===== src/rtl/decimating_sample_fifo.sv =====
// Boxcar decimator for the post-FIR audio path.
// Averages DECIM captured samples and queues the result in a FWFT circular FIFO.
module decimating_sample_fifo #(
  parameter int DECIM = 4,
  parameter int DEPTH = 16
) (
  input  logic                     clk_in,
  input  logic                     rst_in,
  input  logic                     ready_in,
  input  logic signed [15:0]       signal_in,
  input  logic                     rd_ready_in,
  output logic                     rd_valid_out,
  output logic signed [15:0]       rd_data_out,
  output logic [$clog2(DEPTH):0]   count_out,
  output logic                     overflow_out
);

  localparam int LD   = $clog2(DECIM);
  localparam int PW   = (LD > 0) ? LD : 1;
  localparam int AW   = 16 + LD;
  localparam int PTRW = $clog2(DEPTH);
  localparam int CW   = PTRW + 1;

  logic                  r_cap;
  logic [PW-1:0]         r_phase;
  logic signed [AW-1:0]  r_acc;
  logic [PTRW-1:0]       r_wr_ptr;
  logic [PTRW-1:0]       r_rd_ptr;
  logic [CW-1:0]         r_count;
  logic                  r_ovf;
  logic [15:0]           r_mem [DEPTH];

  logic signed [AW-1:0]  w_ext;
  logic signed [AW-1:0]  w_sum;
  logic signed [15:0]    w_result;
  logic                  w_last;
  logic                  w_push;
  logic                  w_pop;
  logic                  w_full;
  logic                  w_wr_en;

  assign w_ext    = AW'(signal_in);
  assign w_sum    = r_acc + w_ext;
  assign w_result = 16'(w_sum >>> LD);
  assign w_last   = (r_phase == PW'(DECIM - 1));
  assign w_push   = r_cap && w_last;

  assign w_full   = (r_count == CW'(DEPTH));
  assign w_pop    = (r_count != '0) && rd_ready_in;
  // A full FIFO still takes the push when a slot frees this cycle.
  assign w_wr_en  = w_push && (!w_full || w_pop);

  always_ff @(posedge clk_in) begin
    if (rst_in) begin
      r_cap   <= 1'b0;
      r_phase <= '0;
      r_acc   <= '0;
    end else begin
      r_cap <= ready_in;
      if (r_cap) begin
        if (w_last) begin
          r_phase <= '0;
          r_acc   <= '0;
        end else begin
          r_phase <= r_phase + 1'b1;
          r_acc   <= w_sum;
        end
      end
    end
  end

  always_ff @(posedge clk_in) begin
    if (!rst_in && w_wr_en) begin
      r_mem[r_wr_ptr] <= w_result;
    end
  end

  always_ff @(posedge clk_in) begin
    if (rst_in) begin
      r_wr_ptr <= '0;
      r_rd_ptr <= '0;
      r_count  <= '0;
      r_ovf    <= 1'b0;
    end else begin
      if (w_wr_en) begin
        r_wr_ptr <= r_wr_ptr + 1'b1;
      end
      if (w_pop) begin
        r_rd_ptr <= r_rd_ptr + 1'b1;
      end
      unique case ({w_wr_en, w_pop})
        2'b10:   r_count <= r_count + 1'b1;
        2'b01:   r_count <= r_count - 1'b1;
        default: r_count <= r_count;
      endcase
      if (w_push && !w_wr_en) begin
        r_ovf <= 1'b1;
      end
    end
  end

  assign rd_valid_out = (r_count != '0);
  assign rd_data_out  = r_mem[r_rd_ptr];
  assign count_out    = r_count;
  assign overflow_out = r_ovf;

endmodule


===== config.mk =====
export PLATFORM = sky130hd
export DESIGN_NAME = decimating_sample_fifo
export DESIGN_NICKNAME = d
export VERILOG_FILES = /design/src/rtl/decimating_sample_fifo.sv
export SDC_FILE = /design/constraint.sdc
export NUM_CORES = 1
export LEC_CHECK = 0
export ABC_CLOCK_PERIOD_IN_PS = 3410
export BUFFER_PORTS_ARGS = -buffer_cell sky130_fd_sc_hd__buf_2
export CAP_MARGIN = 25
export CORE_ASPECT_RATIO = 0.75
export CORE_UTILIZATION = 27
export DETAILED_ROUTE_END_ITERATION = 10
export HOLD_SLACK_MARGIN = 0.12
export PLACE_DENSITY_LB_ADDON = 0.08
export SYNTH_ARGS = -nofsm -noshare
export SYNTH_HDL_FRONTEND = slang
export SYNTH_SLANG_ARGS = --single-unit

===== constraint.sdc =====
create_clock -name clk_in -period 3.41 [get_ports clk_in]
set_input_delay 0 -clock clk_in [delete_from_list [all_inputs] [get_ports clk_in]]
set_output_delay 0 -clock clk_in [all_outputs]
set_load 0.02 [all_outputs]

==> results of run 1 <==
## metrics by stage
stage	util, %	worst slack, ps	total power (W)
finish	33.1	531	0.00812
global route	33.1	285	0.00846
CTS	33.1	147	0.00827
detailed placement	30.8	169	0.00511
global placement	30.7	26.9	0.00508
floorplan	-	765	0.00478
## what timing repair did
| action | in CTS | in global routing |
|---|---|---|
| gates resized for setup | 0 | 0 |
| hold buffers | 11 | 0 |
| hold endpoints to repair | 33 | 0 |
## power by group
part           switching, W  internal [W]  total, W
Clock               0.00133       0.00177   0.00309
Combinational      0.000521      0.000363  0.000884
Sequential        0.0000423       0.00410   0.00415
## layer usage
layer	routed length [um]	vias up	GRT usage, %	share of wire [%]
met5	0	-	0	0
met3	978	32	2.17	3.2
li1	-	2891	-	-
met2	14000	102	22.0	46
met4	432	0	2.64	1.4
met1	15300	3378	20.1	50
## cells in the mapped netlist (all sizes together), types with 8 or more instances
cell type and number:
edfxtp 256, mux4 80, nor2 61, dfxtp 39
a21oi 31, ha 26, nand2 21, clkbuf 15
nor2b 15, xnor2 13, buf 11, xor2 11
o21ai 10, a21o 8
## sequential cells by signal (all words and copies together), names as in the netlist, named ones only
register and flops:
count_out 5, overflow_out 1, r_acc 18, r_cap 1, r_mem 256, r_phase 2, r_rd_ptr 4, r_wr_ptr 4
## worst max-delay path: stages (launching register included)
cell and delay (ps):
dfxtp_1 350, nor4_1 610, a21oi_1 310, nand2_1 210
inv_1 140, ha_1 330, nor2b_1 150, o21a_1 200
o31ai_1 250, xnor2_1 150, nor2_1 50
## cells by family (layout without fill, tap and decap cells)
family	after synthesis	in the layout
compound gates	67	67
flops	295	295
buf+inv	33	168
simple gates	133	133
xor+xnor	24	24
fa+ha+maj	28	28
mux	83	83
## final timing paths
kind / from / end / cells after the start
setup / recovery: count_out[0] / count_out[4] / 10
hold reg to reg: r_acc[11] / r_acc[11] / 1
setup reg to reg: count_out[0] / count_out[4] / 10
hold / removal: signal_in[14] / r_acc[14] / 4
## cell type report
| class | instances | share of cell area [%] |
|---|---|---|
| Multi-Input combinational cell | 335 | 24.4 |
| Clock buffer | 44 | 5.83 |
| Sequential cell | 295 | 58.5 |
| Clock inverter | 6 | 0.372 |
| Inverter | 7 | 0.181 |
| Tap cell | 578 | 4.99 |
| Timing Repair Buffer | 111 | 5.74 |
==> results.yml, run 1 <==
die:
  dieHeight_um: 185
  coreArea_mm2: 0.0438
  rows: 66
  die-area_mm2: 0.0456
  initial_core_util_pct: 27.6
  ios: 43
  dieWidth_um: 246
logic_synthesis:
  synth_mux_area_share_pct: 15.2
  synth_warnings: 0
  synth_compound_area_share_pct: 3.59
  synthAdderAreaFrac_pct: 3.02
  synth_edf_count: 256
  synthTopCellsByArea: "edfxtp_1 64%, mux4_2 15%, dfxtp_1 6.5%"
  syn_inst: 663
  syn-cell-area_mm2: 0.0121
  async_flop_share_pct: 0
  yosys.area.top_type: "edfxtp_1"
  synth-xor-area-share_pct: 1.74
  synth_nets: 711
  syn_avg_cell_area_um2: 18.2
  dominantRegCellSynth: "edfxtp_1"
  yosys.area_share.simple_pct: 5.34
  synth_top_family_by_area: "multiplexers"
  synth_top_area_share_pct: 63.6
  synth.distinct_cells: 47
  ys_ff_latch: 295
  ys_seq_area_share_pct: 70.0
cells_and_area:
  layout_common_cells: "256 x edfxtp_1, 80 x mux4_2, 52 x buf_4"
  syn2layout_area_growth_pct: 19.8
  fillers: 4218
  multi_input_comb_area_mm2: 0.00353
  seq_area_mm2: 0.00847
  final_common_cell: "edfxtp_1"
  n_antenna_cell: 0
  stdcell_area_mm2: 0.0145
  drive_above_1_share_pct: 30.5
  fin_cells: 1376
  final_nets: 828
clock_tree:
  cts_setup_buffers: 0
  h-tree-depth: 1
  clock-root-buffer: "clkbuf_16"
  tritoncts: "done"
  clk_pin_slew_ps: 60
  cts.sink_count: 295
  cts_buffers: 30
  clkLatencyLatePin_ps: 570
  clk_path_buf_depth: 3
routing:
  first_pass_iters: 5
  drc_errors: 0
  antenna_left: 0
  viasPerCell: 4.65
  wirelength_mm: 30.7
  drt_iter0_drc: 409
  vias: 6403
  wl_per_cell_um: 22.3
sta:
  rsz0062_at_grt: "no"
  setup_violations: 0
  finalCritPeriodShare_pct: 84.4
  tightest_slew_ps: 846
  max_slew_margin_pct: 43.6
  timing.hold.ws_ps: 139
  skew_ps: 21.9
  setup_tns_ps: 0
  final_hold_viol_count: 0
  period_needed_ps: 2880
  maxSlewViolCount: 0
  fmax_ghz: 0.347
global_routing:
  grt_start_max_net_pins: 65
  grtUsageTotal_pct: 13.9
  grt_pass1_vias: 6705
  grt_pass1_wl_mm: 45.8
  grt-ovfl-total: 0
  antenna_found_initial: 0
power_and_ir_drop:
  leakage_nw: 4.78
  p_per_area_mw_per_mm2: 561
  ir_drop_v: 0.000351
hold_path:
  min_path_type: "primary input to register"
place:
  place_inst: 1314
  place.gp.congestion: 0.761
  hpwlAfterDp_mm: 19.3
  port_buffers: 42
  placed_cell_area_mm2: 0.0135
worst_setup_path:
  cp_data_required_time_ps: 3840
  ff2ff_setup_slack_ps: 530
  cp_max_fo: 5
  start_kind: "register"
  worst_setup_path_end_kind: "register"
  cp.arrival_ps: 3300
  path_class: "register to register"
run:
  cap_violations: 0
outcome:
  outcome: "finished clean"
No activity file was read; power rests on OpenSTA's default activity.
==> run 2: changes to the inputs <==
Settings changed: ABC_CLOCK_PERIOD_IN_PS 3410 to 2500.
Clock period 3.41 ns to 2.5 ns, I/O delays scaled along.
==> results.yml, run 2 (synthesized netlist as in run 1, its figures left out) <==
outcome:
  outcome: "finished clean"
die:
  die-area_mm2: 0.0456
  coreArea_mm2: 0.0438
  ios: 43
  dieHeight_um: 185
  dieWidth_um: 246
  rows: 66
  initial_core_util_pct: 27.6
worst_setup_path:
  cp.arrival_ps: 2800
  r2r-end: "r_mem[6][15]"
  cpMostUsedCell: "buf_4"
  critPathSlowestCell: "or4_4"
  worst_setup_path_end_kind: "register"
  cpLargestDelayFamily: "simple AND/OR/NAND/NOR gates"
  path_cells: "ha_1 > a21oi_1 > nor2_1 > buf_4 > o21ai_2 > buf_4 > o21ai_0 > or4_4 > xnor2_4 > buf_12"
  start_kind: "register"
  max_stage_delay_ps: 480
  ff2ff_setup_slack_ps: 9
  worstReg2RegStart: "r_acc[1]"
  cp_data_required_time_ps: 2810
  cp_max_fo: 16
  reg2regPathDepth: 10
  path_buf_inv: 3
  path_class: "register to register"
global_routing:
  grt_pass1_wl_mm: 47.2
  grt-ovfl-total: 0
  grtUsageTotal_pct: 14.4
  grt_start_max_net_pins: 22
  grt_pass1_vias: 6904
  antenna_found_initial: 0
cells_and_area:
  multi_input_comb_area_mm2: 0.00372
  n_antenna_cell: 0
  largest_reg_flops: 256
  top_register: "r_mem"
  drive_above_1_share_pct: 37.9
  seq_area_mm2: 0.00848
  stdcell_area_mm2: 0.0156
  fillers: 4145
  final_common_cell: "edfxtp_1"
  final_nets: 883
  layout_common_cells: "256 x edfxtp_1, 80 x mux4_2, 80 x buf_4"
  syn2layout_area_growth_pct: 29.1
place:
  port_buffers: 42
  hpwlAfterDp_mm: 19.9
  place.gp.congestion: 0.749
  pre_cts_slack_ps: -447
  placed_cell_area_mm2: 0.0139
power_and_ir_drop:
  p_per_area_mw_per_mm2: 752
  leakage_nw: 5.25
  p_clk_share_pct: 38.5
  p_comb_share_pct: 13.5
  switching_share_pct: 23.3
  p_seq_share_pct: 48.1
  ir_drop_v: 0.000443
  switching_power_w: 0.00274
  p_int_w: 0.00900
  power_w: 0.0117
sta:
  layout_setup_ws_ps: 8.53
  tightest_slew_ps: 825
  fmax_ghz: 0.401
  final_hold_viol_count: 0
  period_needed_ps: 2490
  skew_ps: 10.0
  setup_violations: 0
  setup_tns_ps: 0
  rsz0062_at_grt: "yes"
  maxSlewViolCount: 0
  max_slew_margin_pct: 44.6
  finalCritPeriodShare_pct: 99.7
routing:
  wirelength_mm: 32.2
  wl_per_cell_um: 22.4
  first_pass_iters: 4
  drt_iter0_drc: 415
  antenna_left: 0
  vias: 6593
  viasPerCell: 4.59
  drc_errors: 0
clock_tree:
  cts_buffers: 31
  clk_pin_slew_ps: 60
  clock-root-buffer: "clkbuf_16"
  h-tree-depth: 1
  clkLatencyLatePin_ps: 560
  tritoncts: "done"
  cts.sink_count: 295
  clk_path_buf_depth: 3
hold_path:
  min_path_type: "primary input to register"
  min_path_cells: 5
  min_to: "r_acc[14]"
  min_from: "signal_in[14]"
run:
  cap_violations: 0
[run 2: changes by cell type in the layout (fill, tap and decap cells not counted), sizes merged]
cell         delta
clkinv          +4
clkbuf          -1
inv             +1
bufinv          +2
dlygate4sd3     -1
clkinvlp        +4
buf            +51
[run 2: timing repair]
action                     4_1_cts  5_1_grt
setup buffers                    9        2
gates resized for setup         36       41
pin swaps                        9        1
setup endpoints to repair      132      118
hold buffers                     9        1
hold endpoints to repair        30        1
gates cloned                     0        5
[run 2: area by class of cell]
cell class | instances | area share, %
Clock buffer | 39 | 5.29
Clock inverter | 17 | 1.07
Inverter | 7 | 0.168
Multi-Input combinational cell | 335 | 23.9
Sequential cell | 295 | 54.3
Tap cell | 578 | 4.63
Timing Repair Buffer | 165 | 10.7
[run 2: worst register-to-register path, cell delays in order (launching register included)]
cell and delay, ps:
dfxtp_1 380, ha_1 250, a21oi_1 220, nor2_1 100, buf_4 140, o21ai_2 130, buf_4 130, o21ai_0 70
or4_4 480, xnor2_4 180, buf_12 150
[run 2: worst max path at each step]
stage,slack (ps),start,end,depth (start not counted)
floorplan,10,count_out[1],count_out[4],11
global placement,-330,r_acc[0],r_acc[16],10
detailed placement,-450,r_acc[0],r_acc[16],10
CTS,-50,register,rd_data_out[8],5
global route,-100,r_acc[1],r_mem[6][15],10
finish,9,r_acc[1],r_mem[6][15],10
[run 2: power by group through the flow]
stage	sequential [W]	clock (W)	combinational, W
final	0.00564	0.00451	0.00158
after global routing	0.00565	0.00483	0.00173
after CTS	0.00564	0.00465	0.00151
after global placement	0.00576	0	0.00130
after floorplan	0.00574	0	0.000786
after detailed placement	0.00576	0	0.00134
[run 2: metal layers]
metal	vias to the layer above	global-route usage [%]	wire length (um)	share of wire [%]
li1	2999	-	-	-
met1	3477	20.2	15500	48
met4	0	2.89	562	1.7
met5	-	0	0	0
met3	39	2.20	767	2.4
met2	78	23.6	15300	48
[run 2: metrics by stage]
stage          utilization (%)  std cells  hold WS [ps]
2_1_floorplan                -        663           128
3_3_place_gp              31.8       1353           225
3_5_place_dp              31.8       1355           248
4_1_cts                   35.0       1429           152
5_1_grt                   35.7       1436           177
6_report                  35.7       1436           159
